File: src/rtl/dm_responder_pkg.sv
// dm_responder_pkg: shared word width, FSM encodings and default load latency.
package dm_responder_pkg;
    localparam int DSIZE_DEF = 16;
    localparam int RD_LAT_DEF = 2;
    typedef enum logic [1:0] {IDLE = 2'd0, WAIT = 2'd1, RESP = 2'd2} state_t;
endpackage

File: src/rtl/dm_array.sv
// dm_array: data storage with synchronous write and asynchronous read.
module dm_array
    import dm_responder_pkg::*;
#(
    parameter int DSIZE = DSIZE_DEF,
    parameter int AW = 8
) (
    input  logic             clk,
    input  logic             we,
    input  logic [AW-1:0]    waddr,
    input  logic [DSIZE-1:0] wdata,
    input  logic [AW-1:0]    raddr,
    output logic [DSIZE-1:0] rdata
);
    logic [DSIZE-1:0] mem [2**AW];
    always_ff @(posedge clk)
        if (we) mem[waddr] <= wdata;
    assign rdata = mem[raddr];
endmodule

File: src/rtl/dm_responder.sv
// dm_responder: multi-cycle data-memory responder; single-cycle stores, fixed-latency loads with pipeline stall.
module dm_responder
    import dm_responder_pkg::*;
#(
    parameter int DSIZE = DSIZE_DEF,
    parameter int AW = 8,
    parameter int RD_LAT = RD_LAT_DEF
) (
    input  logic             clk,
    input  logic             rst,
    input  logic             mem_read,
    input  logic             wen,
    input  logic [15:0]      addr,
    input  logic [DSIZE-1:0] data_in,
    output logic [DSIZE-1:0] data_out,
    output logic             rvalid,
    output logic             stall,
    output logic             err
);
    localparam logic [3:0] CNT_INIT = 4'(RD_LAT > 1 ? RD_LAT - 2 : 0);
    state_t state, next_state;
    logic [3:0] cnt;
    logic [AW-1:0] laddr;
    logic loor, oor, load, we;
    logic [DSIZE-1:0] rdata, rd_resp, data_hold;
    assign oor = addr[15:AW] != '0;
    assign load = mem_read & ~wen;
    assign we = state == IDLE && wen && !mem_read && !oor;
    // Out-of-range loads still run the full latency but return zero.
    assign rd_resp = loor ? '0 : rdata;
    dm_array #(.DSIZE(DSIZE), .AW(AW)) u_array (
        .clk(clk),
        .we(we),
        .waddr(addr[AW-1:0]),
        .wdata(data_in),
        .raddr(laddr),
        .rdata(rdata)
    );
    always_ff @(posedge clk or posedge rst)
        if (rst) begin
            state <= IDLE;
            cnt <= '0;
            laddr <= '0;
            loor <= 1'b0;
            data_hold <= '0;
        end else begin
            state <= next_state;
            if (state == IDLE && load) begin
                laddr <= addr[AW-1:0];
                loor <= oor;
                cnt <= CNT_INIT;
            end else if (state == WAIT && cnt != '0) cnt <= cnt - 4'd1;
            if (state == RESP) data_hold <= rd_resp;
        end
    always_comb begin
        next_state = IDLE;
        if (state == IDLE) next_state = load ? (RD_LAT == 1 ? RESP : WAIT) : IDLE;
        else if (state == WAIT) next_state = cnt == '0 ? RESP : WAIT;
    end
    always_comb begin
        rvalid = state == RESP;
        stall = (state == IDLE && load) || state == WAIT;
        data_out = rvalid ? rd_resp : data_hold;
        err = (state == IDLE && wen && (mem_read || oor)) || (rvalid && loor);
    end
endmodule

File: config.mk
export PLATFORM = sky130hd
export DESIGN_NAME = dm_responder
export DESIGN_NICKNAME = d
export VERILOG_FILES = /design/src/rtl/dm_responder_pkg.sv /design/src/rtl/dm_array.sv /design/src/rtl/dm_responder.sv
export SDC_FILE = /design/constraint.sdc
export NUM_CORES = 2
export LEC_CHECK = 0
export ABC_CLOCK_PERIOD_IN_PS = 2900
export BUFFER_PORTS_ARGS = -buffer_cell sky130_fd_sc_hd__buf_2
export CAP_MARGIN = 20
export CORE_UTILIZATION = 60
export DETAILED_ROUTE_END_ITERATION = 12
export PLACE_DENSITY = 0.74
export SLEW_MARGIN = 20
export SYNTH_ARGS = -nofsm -noshare
export SYNTH_HDL_FRONTEND = slang
export SYNTH_SLANG_ARGS = --single-unit
File: constraint.sdc
create_clock -name clk -period 2.9 [get_ports clk]
set_input_delay 0.145 -clock clk [delete_from_list [all_inputs] [get_ports clk]]
set_output_delay 0.145 -clock clk [all_outputs]
set_load 0.01 [all_outputs]
==> impl_results.md <==
- Crit Path Class: flip-flop to output pin
- Final Max Slew Viols: 0
- Max incr delay on CP: 0.53 ns
- # DRC: 0
- Die W: 518 um
- RSZ-0062 raised after global routing: yes
- Clk root buf: clkbuf_16
- Worst Skew: 0.0968 ns
- Largest family of logic cells by synthesized area: multiplexers
- Vias in the first global route: 90600
- Worst slew pin tran: 1.33 ns
- Clock Latency Late Sink: 1.03 ns
- Crit end category: output pin
- Non-filler instance count after layout: 12900
- Fmax: 216 MHz
- TNS Setup: -31.72 ns
- Worst Setup EP: data_out[5]
- Max-Cap Viols: 0
- Mapped Cells: 7403
- Starting Density: 60.3%
- R2r endpoint: data_hold[5]
- CP cell instances: buf_4, buf_12, nor2b_4, buf_12, buf_4, buf_4, a22oi_2, a21oi_2, nor2_4, o31ai_4, nor3_4, buf_6, nor4_4, buf_12, buf_6
- Buf/Inv on CP: 8
- Fin crit share: 159%
- Vias: 93000
- Post-synthesis mux area share: 15.2%
- Num CTS Buffers: 404
- Synthesized flop and latch total: 4127
- Initial antenna violation count: 18
- Syn_nets: 7441
- Avg Synthesized Cell Area: 21.6 um2
- Asr flop ratio synth: 0.751%
- Setup slack, reg-to-reg: -0.58 ns
- Number of iterations in the first detailed-routing pass: 7
- Synth top area share: 77.0%
- Post-synthesis xor/xnor area fraction: 0.0110%
- Die H: 518 um
- Ys Warns: 0
- Number of cells on the critical path: 15
- Worst path arrival time: 4.48 ns
- Die area: 268000 um2
- Worst setup path startpoint: laddr[2]
- Port Buf Inserts: 54
- Post-synth EDFFs: 4096
- CORE AREA: 265000 um2
- FF-to-FF Start: laddr[2]
- Clock transition at the registers of the reported paths: 0.06 ns
- Most frequent cells in the layout: edfxtp_1, buf_4, mux4_2
- Fill cells: 13600
- Critical Path Source Type: flip-flop
- Row Count: 189
- CP top delay family: buffers and inverters
- Yosys cell types: 76
- Max VDD drop: 0.687 mV
- Sink Count: 4127
- Multi-input gate area: 35000 um2
- Synth area leader: edfxtp_1
- GRT Total Usage: 37.7%
- Final #Nets: 9022
- R2R cell count: 14
- CP max FO: 10
- Worst path slowest cell: dfrtp_4
- PD cells: 934 nW/um2
- Leak: 63.7 nW
- Fin area: 196000 um2
- 1st-iter DRT viols: 17000
- Most common cell after layout, fill and taps aside: edfxtp_1
- Area contributors post-synth: edfxtp_1, mux4_2, mux2i_1
- Placed cell area: 176000 um2
- First-pass GRT wire length: 702 mm
- Post-Synth Adder-Cell Area: 0.0157%
- Final setup margin: -1.72 ns
- GPL Wtd Cong: 0.974
- Synthesized area: 160000 um2
- HPWL Detailed: 298 mm
- Failing checks: negative setup slack
- DR vias/cell: 7.23
- H-tree Lvls: 5
- Min-Delay Path Class: input port to flip-flop
- Antenna Nets Post-Route: 0
- Compound-Gate Fraction of Synth Area: 3.18%
- Routed len/inst: 40.0 um
- Drt total wl: 514 mm
- WP data required: 2.76 ns
- Num ports: 55
- Dpl ws: -1.52 ns
- Main synth FF type: edfxtp_1
- Setup-failing EPs final: 32
- TritonCTS clock tree: done
- Register area: 124000 um2
- Hold_ws: 0.00851 ns
- Largest net degree at the start of global routing: 113
- DP Cell Count: 11800
- Run status: complete, but fails checks
- CTS max path bufs: 4
- Crit path time final: 4.62 ns
- Post-synthesis sequential area ratio: 77.5%
- Overflow after GRT: 0
- Hold Vio Cnt, Final: 0
- Slew margin rel.: 11.1%
- Post-Synth Simple-Gate Area: 2.22%
- Synth-to-layout area growth: 22.6%
- Fraction of layout cells with a size suffix above 1: 36.1%
[report_power, final]
part	total, mW	internal [mW]	switching (mW)
clock	53.6	30.5	23.1
combinational	63.2	28.4	34.8
sequential	65.9	65.7	0.270
[flip-flops by register name, summed over array words and instances (netlist names)]
register,flops
state,2
laddr,8
data_hold,16
u_array.mem,4096
cnt,4
loor,1
[metal layers]
layer | global-route usage, % | part of all wire [%] | up-vias
met2 | 56.6 | 45 | 9351
li1 | - | - | 34500
met4 | 22.8 | 7.6 | 6
met1 | 49.6 | 32 | 47200
met3 | 10.8 | 15 | 1905
met5 | 0 | 0.0070 | -
[repair_timing]
action / in CTS / in global routing
endpoints found under the setup margin: 32 / 32
cloned: 30 / 8
pin swaps: 58 / 80
resized for setup: 467 / 198
hold buffers: 48 / 0
setup buffers: 150 / 82
hold endpoints to repair: 1181 / 0
[Yosys cell counts, types with 21 or more instances]
cell and count:
nor2_1 340, a211oi_1 29, a22oi_1 117, nand2_1 186
buf_6 76, o21ai_0 64, dfrtp_1 31, nor3_1 53
a21oi_1 159, edfxtp_1 4096, nand4_1 27, o22ai_1 101
mux2i_1 394, a31oi_1 21, nand3_1 66, mux4_2 853
a221oi_1 42, o221ai_1 85, buf_2 127, mux4_1 36
nor2b_1 32, buf_4 49, clkbuf_1 137
[logic make-up after synthesis]
group           Yosys count
fa+ha+maj                 2
compound gates          733
buf+inv                 443
mux                    1303
simple gates            793
flops                  4127
xor+xnor                  2
[worst min-delay path by stage]
stage / startpoint / to / slack (ns) / cells after the start
after floorplan: data_in[0] / u_array.mem[0][0] / 0.24 / 0
after global placement: rst / data_hold[14] / 0.32 / 2
after detailed placement: rst / data_hold[14] / 0.34 / 2
after CTS: data_in[6] / u_array.mem[92][6] / 0.02 / 1
after global routing: data_in[6] / u_array.mem[92][6] / 0.004 / 1
final: data_in[6] / u_array.mem[92][6] / 0.009 / 1
[area by class of cell]
| cell class | count | share of cell area, % |
|---|---|---|
| Clock buffer | 500 | 5.42 |
| Antenna cell | 16 | 0.0205 |
| Timing Repair Buffer | 1607 | 9.70 |
| Multi-Input combinational cell | 2834 | 17.9 |
| Tap cell | 3533 | 2.26 |
| Sequential cell | 4127 | 63.2 |
| Inverter | 10 | 0.0275 |
| Clock inverter | 239 | 1.43 |
[through the flow]
step | util (%) | power, mW
4_1_cts | 73.3 | 178
3_3_place_gp | 66.5 | 117
2_1_floorplan | - | 94.6
6_report | 73.9 | 183
3_5_place_dp | 66.5 | 118
5_1_grt | 73.9 | 185
[worst reg2reg max path, cell delays in order (launching register included)]
cell,delay (ns)
dfrtp_4,0.53
buf_4,0.21
buf_12,0.17
nor2b_4,0.16
buf_12,0.15
buf_4,0.22
buf_4,0.22
a22oi_2,0.28
a21oi_2,0.15
nor2_4,0.22
o31ai_4,0.16
nor3_4,0.50
buf_6,0.18
nor4_4,0.04
buf_12,0.15
(Power assumes the default switching activity.)
